## config.mk

```make
export PLATFORM = sky130hd
export DESIGN_NAME = half_narrow_unit
export DESIGN_NICKNAME = d
export VERILOG_FILES = /design/src/rtl/half_narrow_unit.sv
export SDC_FILE = /design/constraint.sdc
export NUM_CORES = 1
export LEC_CHECK = 0
export BUFFER_PORTS_ARGS = -buffer_cell sky130_fd_sc_hd__buf_2
export CAP_MARGIN = 10
export CORE_AREA = 2 2 68 70
export CTS_CLUSTER_DIAMETER = 40
export DETAILED_ROUTE_END_ITERATION = 12
export DIE_AREA = 0 0 70 72
export GPL_ROUTABILITY_DRIVEN = 0
export PLACE_DENSITY = 0.76
export SYNTH_ARGS = -nofsm -noshare
export SYNTH_HDL_FRONTEND = slang
export SYNTH_SLANG_ARGS = --single-unit
export TNS_END_PERCENT = 30
```

## constraint.sdc

```tcl
create_clock -name clk_i -period 2.4 [get_ports clk_i]
set_clock_uncertainty 0.05 [all_clocks]
set_input_delay 0.72 -clock clk_i [delete_from_list [all_inputs] [get_ports clk_i]]
set_output_delay 0.72 -clock clk_i [all_outputs]
set_load 0.02 [all_outputs]
```

## src/rtl/half_narrow_unit.sv

```systemverilog
// Narrows 32-bit words to 16-bit halfword beats: a word that survives sign/zero
// truncation leaves as one beat, any other word leaves as low half then high half.
module half_narrow_unit #(
  parameter int CNT_W = 8
) (
  input  logic             clk_i,
  input  logic             rst_i,
  input  logic             in_valid_i,
  output logic             in_ready_o,
  input  logic [31:0]      data_i,
  input  logic             signed_i,
  output logic             out_valid_o,
  input  logic             out_ready_i,
  output logic [15:0]      data_o,
  output logic             last_o,
  output logic             split_o,
  output logic [CNT_W-1:0] split_cnt_o
);

  typedef enum logic [1:0] {
    IDLE,
    ONE,
    LO,
    HI
  } state_t;

  state_t      state;
  logic [15:0] hi_q;
  logic        handshake;
  logic        accept;
  logic        fits;

  // A new word may enter on the same edge the final beat of the previous one leaves.
  assign handshake  = out_valid_o & out_ready_i;
  assign in_ready_o = !rst_i & ((state == IDLE) | (last_o & handshake));
  assign accept     = in_valid_i & in_ready_o;

  assign fits = signed_i ? ((&data_i[31:15]) | ~(|data_i[31:15]))
                         : ~(|data_i[31:16]);

  always_ff @(posedge clk_i or posedge rst_i) begin
    if (rst_i) begin
      state       <= IDLE;
      hi_q        <= '0;
      out_valid_o <= 1'b0;
      data_o      <= '0;
      last_o      <= 1'b0;
      split_o     <= 1'b0;
      split_cnt_o <= '0;
    end else if (accept) begin
      hi_q        <= data_i[31:16];
      out_valid_o <= 1'b1;
      data_o      <= data_i[15:0];
      if (fits) begin
        state   <= ONE;
        last_o  <= 1'b1;
        split_o <= 1'b0;
      end else begin
        state   <= LO;
        last_o  <= 1'b0;
        split_o <= 1'b1;
        if (split_cnt_o != {CNT_W{1'b1}})
          split_cnt_o <= split_cnt_o + CNT_W'(1);
      end
    end else if (handshake) begin
      case (state)
        LO: begin
          state  <= HI;
          data_o <= hi_q;
          last_o <= 1'b1;
        end
        ONE, HI: begin
          state       <= IDLE;
          out_valid_o <= 1'b0;
          last_o      <= 1'b0;
          split_o     <= 1'b0;
        end
        default: state <= IDLE;
      endcase
    end
  end

endmodule
```

* Yosys cells after proc, flatten, opt, wreduce, memory -nomap -nowiden
Cells that the tools add are included.
Cells by class: add/subtract/negate cells 1, multiply operators 0, div/mod/pow operators 0, $lt $le $gt $ge 0, eq/ne operators 4, shift-type cells 0, multiplexer cells 17, bitwise logic cells 9, reductions and logical operators 14
Operators by type and width (number):
- 16-bit 2-to-1 mux | 3
- 17-bit AND reduction | 1
- 17-bit OR reduction | 1
- 16-bit OR reduction | 1
- 1-bit 2-to-1 mux | 9
- 8-bit by 1-bit adder with 8-bit output, second input constant | 1
- 2-bit 2-to-1 mux | 4
- 8-bit inequality test, second input constant | 1
- 2-bit AND reduction | 3
- 2-bit nonzero test | 3
- 1-bit bitwise AND | 4
- 2-bit equality test, second input constant | 2
- 1-bit NOT | 3
- 3-bit AND reduction | 1
- 3-bit nonzero test | 1
- 2-bit by 1-bit equality test with 1-bit output, second input constant | 1
- 2-bit logical NOT | 1
- 1-bit bitwise OR | 2
- 1-bit one-hot mux with 2 select lines | 1
- 2-bit OR reduction | 1
- 1-bit logical NOT | 1
Word-level totals: bits in registers 45, latch bits 0, bits in writable memories 0, bits in read-only memories 0, bits of input ports 37, output and inout port bits 28, logic and storage cells 52, memories kept 0

* Depth between registers and ports, before layout
Gate-level depths: netlist (run 1).
word-level depth 7, mapped depth 7, gate-level depth less buffers 5

* Worst setup path after synthesis (run 1)
OpenSTA, ideal clock, no wires.
path kind input-to-reg, from input port out_ready_i, to register split_cnt_o[6], setup time 0.128 ns, data arrival time 2.130 ns, data required time 2.222 ns, setup slack 0.092 ns, stages on the path 7, buffers on the path 2, cell sequence nand3_1 a211o_1 buf_6 a41o_1 buf_6 nor4_2 mux2_1
On the way: longest elaborated chain between the ends 6
Ends and longest elaborated chain:
- start, declared | RTL line 13 | input logic out_ready_i,
- 1-bit bitwise AND | RTL line 34 | assign handshake = out_valid_o & out_ready_i;
- 1-bit bitwise AND | RTL line 35 | assign in_ready_o = !rst_i & ((state == IDLE) | (last_o & handshake));
- 1-bit bitwise OR | RTL line 35
- 1-bit bitwise AND | RTL line 35
- 1-bit bitwise AND | RTL line 36 | assign accept = in_valid_i & in_ready_o;
- 3-bit AND reduction (no line)
- end signal, assigned | RTL line 63 | split_cnt_o <= split_cnt_o + CNT_W'(1);
- end, declared | RTL line 17 | output logic [CNT_W-1:0] split_cnt_o
No other way between the ends. A chain may end at the register's enable or synchronous reset.

* Worst setup path in the final report (run 1)
from register state[1], to register split_cnt_o[6]
On the way: longest elaborated chain between the ends 5
Ends and longest elaborated chain:
- start, declared | RTL line 27 | state_t state;
- start signal, assigned | RTL line 43 | state <= IDLE;
- start signal, assigned | RTL line 55 | state <= ONE;
- start signal, assigned | RTL line 59 | state <= LO;
- 2-bit logical NOT | RTL line 35
- 1-bit bitwise OR | RTL line 35
- 1-bit bitwise AND | RTL line 35
- 1-bit bitwise AND | RTL line 36
- 3-bit AND reduction (no line)
No other way between the ends.

==> impl_metrics.yaml, run 1 <==
synthesis:
  ys.warnings.count: 0
  synth_largest_area_cell: "sky130_fd_sc_hd__dfrtp_1"
  synthesis.area_um2: 2071
  synth-xor-area-share: 0.02538
  synth_compound_gate_area_share: 0.08036
  share_of_cell_area_taken_by_muxes_after_synthesis: 0.1704
  most_used_flip_flop_cell_after_synthesis: "sky130_fd_sc_hd__dfrtp_1"
  synth_simple_gate_area_share: 0.1432
  asyncSetResetFlopFracSynth: 1.000
  number_of_instances_in_the_synthesized_netlist: 183
  syn_avg_cell_area_um2: 11.32
  synth_area_leaders: "sky130_fd_sc_hd__dfrtp_1 (54%), sky130_fd_sc_hd__mux2_2 (9.2%), sky130_fd_sc_hd__mux2i_1 (7.3%)"
  post_synthesis_share_of_cell_area_spent_on_full_adders_half_adders_and_majority_gates: 0.006042
  yosys_register_bits: 45
  largest_family_of_logic_cells_by_synthesized_area: "multiplexers"
  synth_enable_flop_cells: 0
  synth.yosys.seq_area_share: 0.5438
  net_count_after_synthesis: 221
  yosys.area.top_type_share: 0.5438
  synth.distinct_cells: 30
global_routing:
  grt_antenna_before_repair: 0
  pin_count_of_the_biggest_net_entering_global_routing: 46
  grt_pass1_vias: 1564
  grt_overflow_total: 0
  first_pass_grt_wire_length_um: 7307
  groute.usage.overall: 0.1832
critical_path:
  critical_path.max_stage_delay_ns: 0.43
  arrival_ns: 2.25
  critical_path_buffers_and_inverters: 0
  critPathLaunch: "state[1]"
  crit_family: "compound AO/OA/AOI/OAI gates"
  setup.worst_path.end_class: "register"
  reg2reg_depth: 5
  wp_depth: 5
  critical_path.cell_chain: "or2_1 -> a211o_2 -> a41o_1 -> nor4_2 -> mux2_1"
  worstSetupPathType: "register to register"
  required_ns: 2.53
  cp_slowest_cell: "sky130_fd_sc_hd__dfrtp_1"
  timing.critical_path.from_type: "register"
  critical_path.max_fanout: 5
  worst_r2r_startpoint: "state[1]"
placement:
  post-dp-hpwl_um: 3137
  dpl_cell_area_um2: 2466
  port_buffers: 64
clock_tree:
  clk-insertion-delay-late_ns: 0.29
  cts_root_buf: "sky130_fd_sc_hd__clkbuf_8"
  cts_buffers: 5
  cts.sinks: 45
  worst_setup_hold_path_clk_slew_ns: 0.08
  post_cts.repair.setup_buffers: 0
  cts-resized-gates: 0
  buffer_levels_on_the_longest_clock_path: 2
  postCtsHoldBufs: 0
  clock_tree.htree_level_count: 2
  tritoncts: "yes"
sta:
  grt_setup_unrepaired: "false"
  drv_slew: 0
  max_clock_freq_ghz: 0.4720
  hold_viol: 0
  slew-limit-headroom: 0.6287
  layout_min_cycle_time_ns: 2.118
  finalCritPeriodShare: 0.8827
  setup_total_negative_slack_ns: 0
  worst_slew_pin_slew_ns: 0.5570
  finalSetupViolCount: 0
floorplanning:
  floorplan.die.width_um: 70
  row_count: 24
  dieArea_um2: 5040
  placeableCoreArea_um2: 4264
  die_h_um: 72
  io_pins: 65
  start_util: 0.4856
layout:
  finalInstanceArea_um2: 2552
  num-fill-cells: 369
  postLayoutCoreUtil: 0.5986
  ratio_of_cells_with_drive_above_1_in_the_final_layout: 0.3904
  synthToLayoutAreaGrowth_pct: 23.26
  diodes_inserted: 0
  post_layout_nets: 289
status:
  outcome: "completed"
route:
  drc_errors: 0
  drt-pass1-iter-count: 4
  number_of_routed_nets_with_antenna_violations: 0
  drt-initial-drc-count: 73
  vias: 1611
  post_drt_wl_per_cell_um: 14.26
  route.detailed.vias_per_inst: 5.317
  routed_wirelength_um: 4321
power_and_ir_drop:
  power_per_cell_area_nw_per_um2: 1227
  totalPowerFinal_mw: 3.131
  peakVddDrop_mv: 0.7173
  static-leakage-power_nw: 1.295
hold_path:
  hold_path_startpoint: "split_o"
  worst_hold_path.num_cells: 1
  min_path_type: "register to register"
run:
  timing.max_cap.violations: 0
==> path summary, 6_finish.rpt <==
kind | slack, ns | endpoint
worst max-delay path | 0.28 | split_cnt_o[6]
worst min-delay path | 0.43 | split_o
worst max register to register | 0.28 | split_cnt_o[6]
worst min register to register | 0.43 | split_o
max in group asynchronous | 1.36 | hi_q[5]
min in group asynchronous | 0.57 | state[1]
==> power breakdown <==
group	internal [mW]	switching [mW]
Clock	0.228	0.234
Combinational	0.573	0.741
Sequential	1.12	0.232
Total	1.92	1.21
==> per-layer routing <==
layer / GRT usage / vias up / routed length, um
met5: 0 / - / 0
met4: 0.05769 / 0 / 61
met3: 0.05833 / 6 / 224
met2: 0.2921 / 42 / 2066
met1: 0.2413 / 770 / 1969
li1: - / 793 / -
==> area by class of cell <==
cell class / instances / area (um^2) / share of cell area
inverters: 5 / 18.77 / 0.007353
repair buffers: 69 / 370.4 / 0.1451
clock buffers: 7 / 86.33 / 0.03382
multi-input cells: 125 / 885.9 / 0.3471
flip-flops and latches: 45 / 1126 / 0.4412
well taps: 52 / 65.06 / 0.02549
==> stage by stage <==
step	instances	setup slack, ns	hold WS, ns
2_1_floorplan	183	0.09200	0.4209
4_1_cts	303	0.2736	0.4363
3_5_place_dp	296	0.05233	0.4165
5_1_grt	303	0.1574	0.4669
6_report	303	0.2815	0.4270
3_3_place_gp	296	0.07438	0.4103
==> state kept, by name, indices dropped and copies added, names as in the netlist <==
signal	count
split_o	1
last_o	1
state	2
out_valid_o	1
data_o	16
hi_q	16
split_cnt_o	8
==> Yosys cell counts, drive strengths merged (2+ instances only) <==
| cell | instances |
|---|---|
| a211o | 2 |
| a21o | 2 |
| a21oi | 19 |
| and4 | 2 |
| buf | 3 |
| clkbuf | 5 |
| dfrtp | 45 |
| inv | 5 |
| mux2 | 18 |
| mux2i | 15 |
| nand2 | 8 |
| nand2b | 2 |
| nand3 | 6 |
| nand4 | 6 |
| nor2 | 17 |
| nor3 | 6 |
| nor4 | 5 |
| o21ai | 4 |
| xor2 | 6 |
==> logic make-up after synthesis <==
group / Yosys count
simple gates: 56
flops: 45
mux: 33
compound gates: 29
buf+inv: 13
xor+xnor: 6
fa+ha+maj: 1
==> cell usage in the layout (no fill, tap or decap), types with 2 or more instances in the layout <==
master,count
sky130_fd_sc_hd__buf_2,64
sky130_fd_sc_hd__dfrtp_1,45
sky130_fd_sc_hd__a21oi_1,19
sky130_fd_sc_hd__nor2_1,17
sky130_fd_sc_hd__mux2_2,17
sky130_fd_sc_hd__mux2i_1,15
sky130_fd_sc_hd__nand2_1,8
sky130_fd_sc_hd__nand4_1,6
sky130_fd_sc_hd__nor3_1,6
sky130_fd_sc_hd__nand3_1,6
sky130_fd_sc_hd__xor2_1,6
sky130_fd_sc_hd__clkbuf_8,6
sky130_fd_sc_hd__inv_1,4
sky130_fd_sc_hd__buf_4,4
sky130_fd_sc_hd__nor4_1,3
sky130_fd_sc_hd__o21ai_0,3
sky130_fd_sc_hd__and4_1,2
sky130_fd_sc_hd__nor4_2,2
sky130_fd_sc_hd__nand2b_1,2
sky130_fd_sc_hd__a21o_1,2
==> worst reg2reg max path: stages (launching register included) <==
cell	delay, ns
sky130_fd_sc_hd__dfrtp_1	0.43
sky130_fd_sc_hd__or2_1	0.26
sky130_fd_sc_hd__a211o_2	0.35
sky130_fd_sc_hd__a41o_1	0.28
sky130_fd_sc_hd__nor4_2	0.30
sky130_fd_sc_hd__mux2_1	0.34
(Power assumes the default switching activity.)
==> inputs of run 2 (changes only) <==
--- a/config.mk
+++ b/config.mk
@@ -5,6 +5,7 @@
 export SDC_FILE = /design/constraint.sdc
 export NUM_CORES = 1
 export LEC_CHECK = 0
+export ABC_AREA = 1
 export BUFFER_PORTS_ARGS = -buffer_cell sky130_fd_sc_hd__buf_2
 export CAP_MARGIN = 10
 export CORE_AREA = 2 2 68 70
@@ -12,7 +13,7 @@
 export DETAILED_ROUTE_END_ITERATION = 12
 export DIE_AREA = 0 0 70 72
 export GPL_ROUTABILITY_DRIVEN = 0
-export PLACE_DENSITY = 0.76
+export PLACE_DENSITY = 0.77
 export SYNTH_ARGS = -nofsm -noshare
 export SYNTH_HDL_FRONTEND = slang
 export SYNTH_SLANG_ARGS = --single-unit
==> run 2 against run 1 <==
Compared with the run above:
- first-iteration DRC count rose by 120%
- register-to-register slack improved by 0.42 ns
- hold slack gained 0.0048 ns
- sequential power shrank 8%
- design area is 0.20% higher
- combinational power shrank 8%
- die area stayed put
- fmax up 5.8%
- non-clock buffer count shrank 1
- core utilization increased by 0.12 points
- synthesized cell count rose by 38%
- area after synthesis is 1.6% higher
- critical endpoint is now in_ready_o
==> impl_metrics.yaml, run 2 <==
status:
  outcome: "completed"
synthesis:
  ys.warnings.count: 0
  yosys.area.top_type_share: 0.5351
  most_used_flip_flop_cell_after_synthesis: "sky130_fd_sc_hd__dfrtp_1"
  yosys_register_bits: 45
  synth.yosys.seq_area_share: 0.5351
  leading_cell_type_by_number_of_instances_after_synthesis: "sky130_fd_sc_hd__nand2_1"
  number_of_instances_in_the_synthesized_netlist: 252
  net_count_after_synthesis: 290
  synth_area_leaders: "sky130_fd_sc_hd__dfrtp_1 (54%), sky130_fd_sc_hd__nand2_1 (17%), sky130_fd_sc_hd__nor2_1 (5.9%)"
  synth_enable_flop_cells: 0
  synth.distinct_cells: 22
  synth_common_cells: "sky130_fd_sc_hd__nand2_1 (98), sky130_fd_sc_hd__dfrtp_1 (45), sky130_fd_sc_hd__nor2_1 (33)"
  asyncSetResetFlopFracSynth: 1.000
  syn_avg_cell_area_um2: 8.351
  synth_largest_area_cell: "sky130_fd_sc_hd__dfrtp_1"
  synthesis.area_um2: 2105
layout:
  synthToLayoutAreaGrowth_pct: 21.52
  reg_top3: "data_o (16), hi_q (16), split_cnt_o (8)"
  multi_input_comb_area_um2: 870.8
  area_occupied_by_registers_um2: 1126
  mostFrequentLayoutCells: "sky130_fd_sc_hd__nand2_1 (98), sky130_fd_sc_hd__buf_2 (64), sky130_fd_sc_hd__dfrtp_1 (45)"
  post_layout_nets: 357
  final_common_cell: "sky130_fd_sc_hd__nand2_1"
  final_cell_count_no_fill: 371
  diodes_inserted: 0
  postLayoutCoreUtil: 0.5998
  num-fill-cells: 385
  ratio_of_cells_with_drive_above_1_in_the_final_layout: 0.2665
  finalInstanceArea_um2: 2557
critical_path:
  critical_path.max_stage_delay_ns: 0.15
  setup.worst_path.end_class: "primary output"
  worstSetupPathType: "primary input to primary output"
  reg2reg_depth: 8
  wp_depth: 6
  timing.critical_path.from_type: "primary input"
  critical_path.max_fanout: 2
  critical_path.cell_chain: "buf_2 -> nand3_1 -> nand2_2 -> nand2_1 -> inv_1 -> buf_2"
  critical_path.most_common_cell: "sky130_fd_sc_hd__buf_2"
  arrival_ns: 1.23
  cp_slowest_cell: "sky130_fd_sc_hd__buf_2"
  crit_family: "buffers and inverters"
  critical_path_buffers_and_inverters: 3
  required_ns: 1.63
route:
  vias: 1859
  number_of_routed_nets_with_antenna_violations: 0
  drc_errors: 0
  drt-initial-drc-count: 164
  route.detailed.vias_per_inst: 5.011
  routed_wirelength_um: 4555
  post_drt_wl_per_cell_um: 12.28
  drt-pass1-iter-count: 4
sta:
  max_clock_freq_ghz: 0.4994
  hold_viol: 0
  drv_slew: 0
  worst_slew_pin_slew_ns: 0.3474
  finalCritPeriodShare: 0.8343
  hold_slack_ns: 0.4318
  slew-limit-headroom: 0.7682
  grt_setup_unrepaired: "false"
  finalSetupViolCount: 0
  layout_min_cycle_time_ns: 2.002
power_and_ir_drop:
  pwr-share-comb: 0.412
  intPower_mw: 1.737
  power.share.switching: 0.4058
  static-leakage-power_nw: 1.348
  part_of_the_power_in_registers: 0.426
  power.clock.fraction: 0.162
  total_switching_power_mw: 1.186
  peakVddDrop_mv: 0.6544
  power_per_cell_area_nw_per_um2: 1143
global_routing:
  grt_overflow_total: 0
  first_pass_grt_wire_length_um: 7914
  grt_pass1_vias: 1795
  groute.usage.overall: 0.1966
  grt_antenna_before_repair: 0
  pin_count_of_the_biggest_net_entering_global_routing: 34
clock_tree:
  worst_setup_hold_path_clk_slew_ns: 0.08
  cts-resized-gates: 0
  cts_buffers: 5
  cts_root_buf: "sky130_fd_sc_hd__clkbuf_8"
  clk-insertion-delay-late_ns: 0.30
  clock_tree.htree_level_count: 2
  postCtsHoldBufs: 0
  cts.sinks: 45
  tritoncts: "yes"
  post_cts.repair.setup_buffers: 0
  buffer_levels_on_the_longest_clock_path: 2
floorplanning:
  placeableCoreArea_um2: 4264
  io_pins: 65
  start_util: 0.4935
  floorplan.die.width_um: 70
  dieArea_um2: 5040
  die_h_um: 72
  row_count: 24
hold_path:
  min_path_type: "register to register"
  worst_hold_path.num_cells: 2
placement:
  post-dp-hpwl_um: 3416
  port_buffers: 64
  dpl_cell_area_um2: 2471
  post-place-cells: 364
run:
  timing.max_cap.violations: 0
[run 2: cell type report]
cell class,instances,share of cell area
clock buffer,7,0.03376
inverter,14,0.02299
multi-input combinational,185,0.3405
sequential,45,0.4403
tap,52,0.02544
timing repair buffer,68,0.1370
[run 2: path summary, 6_finish.rpt]
| path | start | endpoint | slack (ns) |
|---|---|---|---|
| max | out_ready_i | in_ready_o | 0.40 |
| min | hi_q[9] | hi_q[9] | 0.43 |
| max reg2reg | state[1] | split_cnt_o[4] | 0.70 |
| min reg2reg | hi_q[9] | hi_q[9] | 0.43 |
| max in group asynchronous | rst_i | data_o[1] | 1.54 |
| min in group asynchronous | rst_i | data_o[12] | 0.46 |
[run 2: power by group through the flow]
stage | registers, mW | logic (mW) | clock network (mW)
3_3_place_gp | 1.25 | 1.19 | 0
3_5_place_dp | 1.27 | 1.21 | 0
5_1_grt | 1.28 | 1.35 | 0.507
6_report | 1.24 | 1.21 | 0.473
4_1_cts | 1.25 | 1.22 | 0.479
2_1_floorplan | 1.48 | 0.631 | 0
[run 2: cells by family after synthesis]
group	Yosys count	synth area share
flip-flops	45	0.5351
adder cells (fa/ha/maj)	1	0.005944
AO/OA/AOI/OAI	25	0.07075
buffers and inverters	22	0.05113
XOR/XNOR	5	0.02081
AND/OR/NAND/NOR	154	0.3163
[run 2: stage by stage]
| stage | power, mW | setup WS, ns | setup TNS [ns] |
|---|---|---|---|
| floorplan | 2.113 | -0.04624 | -0.04624 |
| global placement | 2.439 | 0.3546 | 0 |
| detailed placement | 2.478 | 0.3240 | 0 |
| CTS | 2.947 | 0.3979 | 0 |
| global route | 3.143 | 0.3384 | 0 |
| finish | 2.924 | 0.3976 | 0 |
[run 2: tightest hold or removal path, delay by kind of cell (launching register included)]
kind             cells  cell delay (ns)
AND/OR/NAND/NOR      2             0.13
flip-flops           1             0.32
[run 2: per-layer routing]
metal / wire, um / up-vias / track usage
met5: 0 / - / 0
met4: 78 / 0 / 0.07692
met3: 207 / 7 / 0.03194
met2: 2129 / 47 / 0.3312
met1: 2140 / 863 / 0.2578
li1: - / 942 / -
==> inputs of run 3 (changes only) <==
==> constraint.sdc (replaced) <==
create_clock -name clk_i -period 2.1 [get_ports clk_i]
set_clock_uncertainty 0.05 [all_clocks]
set_input_delay 0.63 -clock clk_i [delete_from_list [all_inputs] [get_ports clk_i]]
set_output_delay 0.63 -clock clk_i [all_outputs]
set_load 0.02 [all_outputs]
==> run 3 against run 2 <==
Compared with the run above:
- clock power up 64%
- register-to-register slack worse by 0.19 ns
- first-iteration DRC count is 21% lower
- critical path depth unchanged
- highest routed layer unchanged
- core utilization up 1.3 points
- sequential power increased by 15%
- flip-flop and latch count did not move
- cell count rose by 0.54%
- power increased by 23%
- via count up 1.1%
- critical path type is now register to primary output
==> impl_metrics.yaml, run 3 (same netlist as run 2, synthesis figures left out) <==
status:
  outcome: "completed"
critical_path:
  arrival_ns: 1.17
  worst_r2r_startpoint: "state[0]"
  crit_family: "flip-flops"
  timing.critical_path.from_type: "register"
  critical_path.cell_chain: "inv_2 -> nand2_1 -> nand2_2 -> nand2_1 -> inv_1 -> buf_2"
  cp_slowest_cell: "sky130_fd_sc_hd__dfrtp_1"
  critical_path.max_fanout: 5
  setup.worst_path.end_class: "primary output"
  critical_path.most_common_cell: "sky130_fd_sc_hd__nand2_1"
  required_ns: 1.42
  critical_path_buffers_and_inverters: 3
  critPathLaunch: "state[0]"
  critical_path.max_stage_delay_ns: 0.38
  worstSetupPathType: "register to primary output"
clock_tree:
  worst_setup_hold_path_clk_slew_ns: 0.08
  clk-insertion-delay-late_ns: 0.30
  cts_root_buf: "sky130_fd_sc_hd__clkbuf_8"
  buffer_levels_on_the_longest_clock_path: 2
  cts_buffers: 5
  cts.sinks: 45
  clock_tree.htree_level_count: 2
  postCtsHoldBufs: 0
  tritoncts: "yes"
  post_cts.repair.setup_buffers: 0
  cts-resized-gates: 0
global_routing:
  grt_overflow_total: 0
  grt_pass1_vias: 1769
  grt_antenna_before_repair: 0
  first_pass_grt_wire_length_um: 7886
  pin_count_of_the_biggest_net_entering_global_routing: 34
  groute.usage.overall: 0.1998
layout:
  num-fill-cells: 391
  final_common_cell: "sky130_fd_sc_hd__nand2_1"
  synthToLayoutAreaGrowth_pct: 24.14
  post_layout_nets: 358
  reg_top3: "data_o (16), hi_q (16), split_cnt_o (8)"
  ratio_of_cells_with_drive_above_1_in_the_final_layout: 0.2741
  mostFrequentLayoutCells: "sky130_fd_sc_hd__nand2_1 (98), sky130_fd_sc_hd__buf_2 (64), sky130_fd_sc_hd__dfrtp_1 (45)"
  diodes_inserted: 0
route:
  drt-pass1-iter-count: 4
  drt-initial-drc-count: 129
  routed_wirelength_um: 4770
  post_drt_wl_per_cell_um: 12.79
  drc_errors: 0
  number_of_routed_nets_with_antenna_violations: 0
  route.detailed.vias_per_inst: 5.040
  vias: 1880
floorplanning:
  io_pins: 65
  floorplan.die.width_um: 70
  row_count: 24
  start_util: 0.4935
  placeableCoreArea_um2: 4264
  dieArea_um2: 5040
  die_h_um: 72
power_and_ir_drop:
  static-leakage-power_nw: 1.376
  power_per_cell_area_nw_per_um2: 1374
  peakVddDrop_mv: 0.7788
sta:
  setup_total_negative_slack_ns: 0
  hold_viol: 0
  slew-limit-headroom: 0.7612
  max_clock_freq_ghz: 0.5397
  finalCritPeriodShare: 0.8824
  hold_slack_ns: 0.3810
  worst_slew_pin_slew_ns: 0.3582
  finalSetupViolCount: 0
  grt_setup_unrepaired: "false"
  drv_slew: 0
  layout_min_cycle_time_ns: 1.853
hold_path:
  min_path_type: "primary input to async pin"
placement:
  post-dp-hpwl_um: 3494
  port_buffers: 64
run:
  timing.max_cap.violations: 0
run 3: power breakdown:
group | total [mW] | switching (mW) | internal (mW)
Clock | 0.775 | 0.302 | 0.473
Sequential | 1.42 | 0.178 | 1.25
Combinational | 1.39 | 0.907 | 0.482
Total | 3.59 | 1.39 | 2.20
run 3: metrics by stage:
stage | worst slack (ns) | area (um^2) | power (mW) | std cells | utilization
after global placement | 0.2561 | 2479 | 2.792 | 365 | 0.5813
after global routing | 0.1567 | 2613 | 3.843 | 373 | 0.6127
after CTS | 0.2323 | 2613 | 3.613 | 373 | 0.6127
after floorplan | -0.1662 | 2125 | 2.437 | 252 | -
final | 0.2470 | 2613 | 3.590 | 373 | 0.6127
after detailed placement | 0.2383 | 2479 | 2.849 | 365 | 0.5813
run 3: layout make-up:
| class | count | area, um^2 | share of cell area |
|---|---|---|---|
| inverters | 14 | 58.81 | 0.02251 |
| repair buffers | 69 | 357.8 | 0.1370 |
| clock buffers | 5 | 68.82 | 0.02634 |
| multi-input cells | 185 | 870.8 | 0.3333 |
| well taps | 52 | 65.06 | 0.02490 |
| clock inverters | 3 | 65.06 | 0.02490 |
| flip-flops and latches | 45 | 1126 | 0.4310 |
run 3: worst paths after layout:
kind | to | slack (ns) | cells past startpoint
min in group clk_i | hi_q[6] | 0.43 | 2
min | out_valid_o | 0.38 | 3
min reg2reg | hi_q[6] | 0.43 | 2
max in group asynchronous | split_cnt_o[0] | 1.30 | 3
max | in_ready_o | 0.25 | 6
max reg2reg | data_o[9] | 0.51 | 8
run 3: routing by layer:
layer,global-route usage,wire [um]
met1,0.2473,2139
met2,0.3397,2201
met3,0.05972,367
met4,0.06410,61
met5,0,0
run 3: worst register-to-register path, stage by stage, from the launching register on:
cell and delay [ns]:
sky130_fd_sc_hd__dfrtp_1 0.38, sky130_fd_sc_hd__inv_2 0.08, sky130_fd_sc_hd__nand2_1 0.08, sky130_fd_sc_hd__nand2_2 0.10
sky130_fd_sc_hd__nand3_4 0.16, sky130_fd_sc_hd__inv_4 0.27, sky130_fd_sc_hd__buf_4 0.22, sky130_fd_sc_hd__nand2_1 0.06
sky130_fd_sc_hd__a31oi_1 0.13
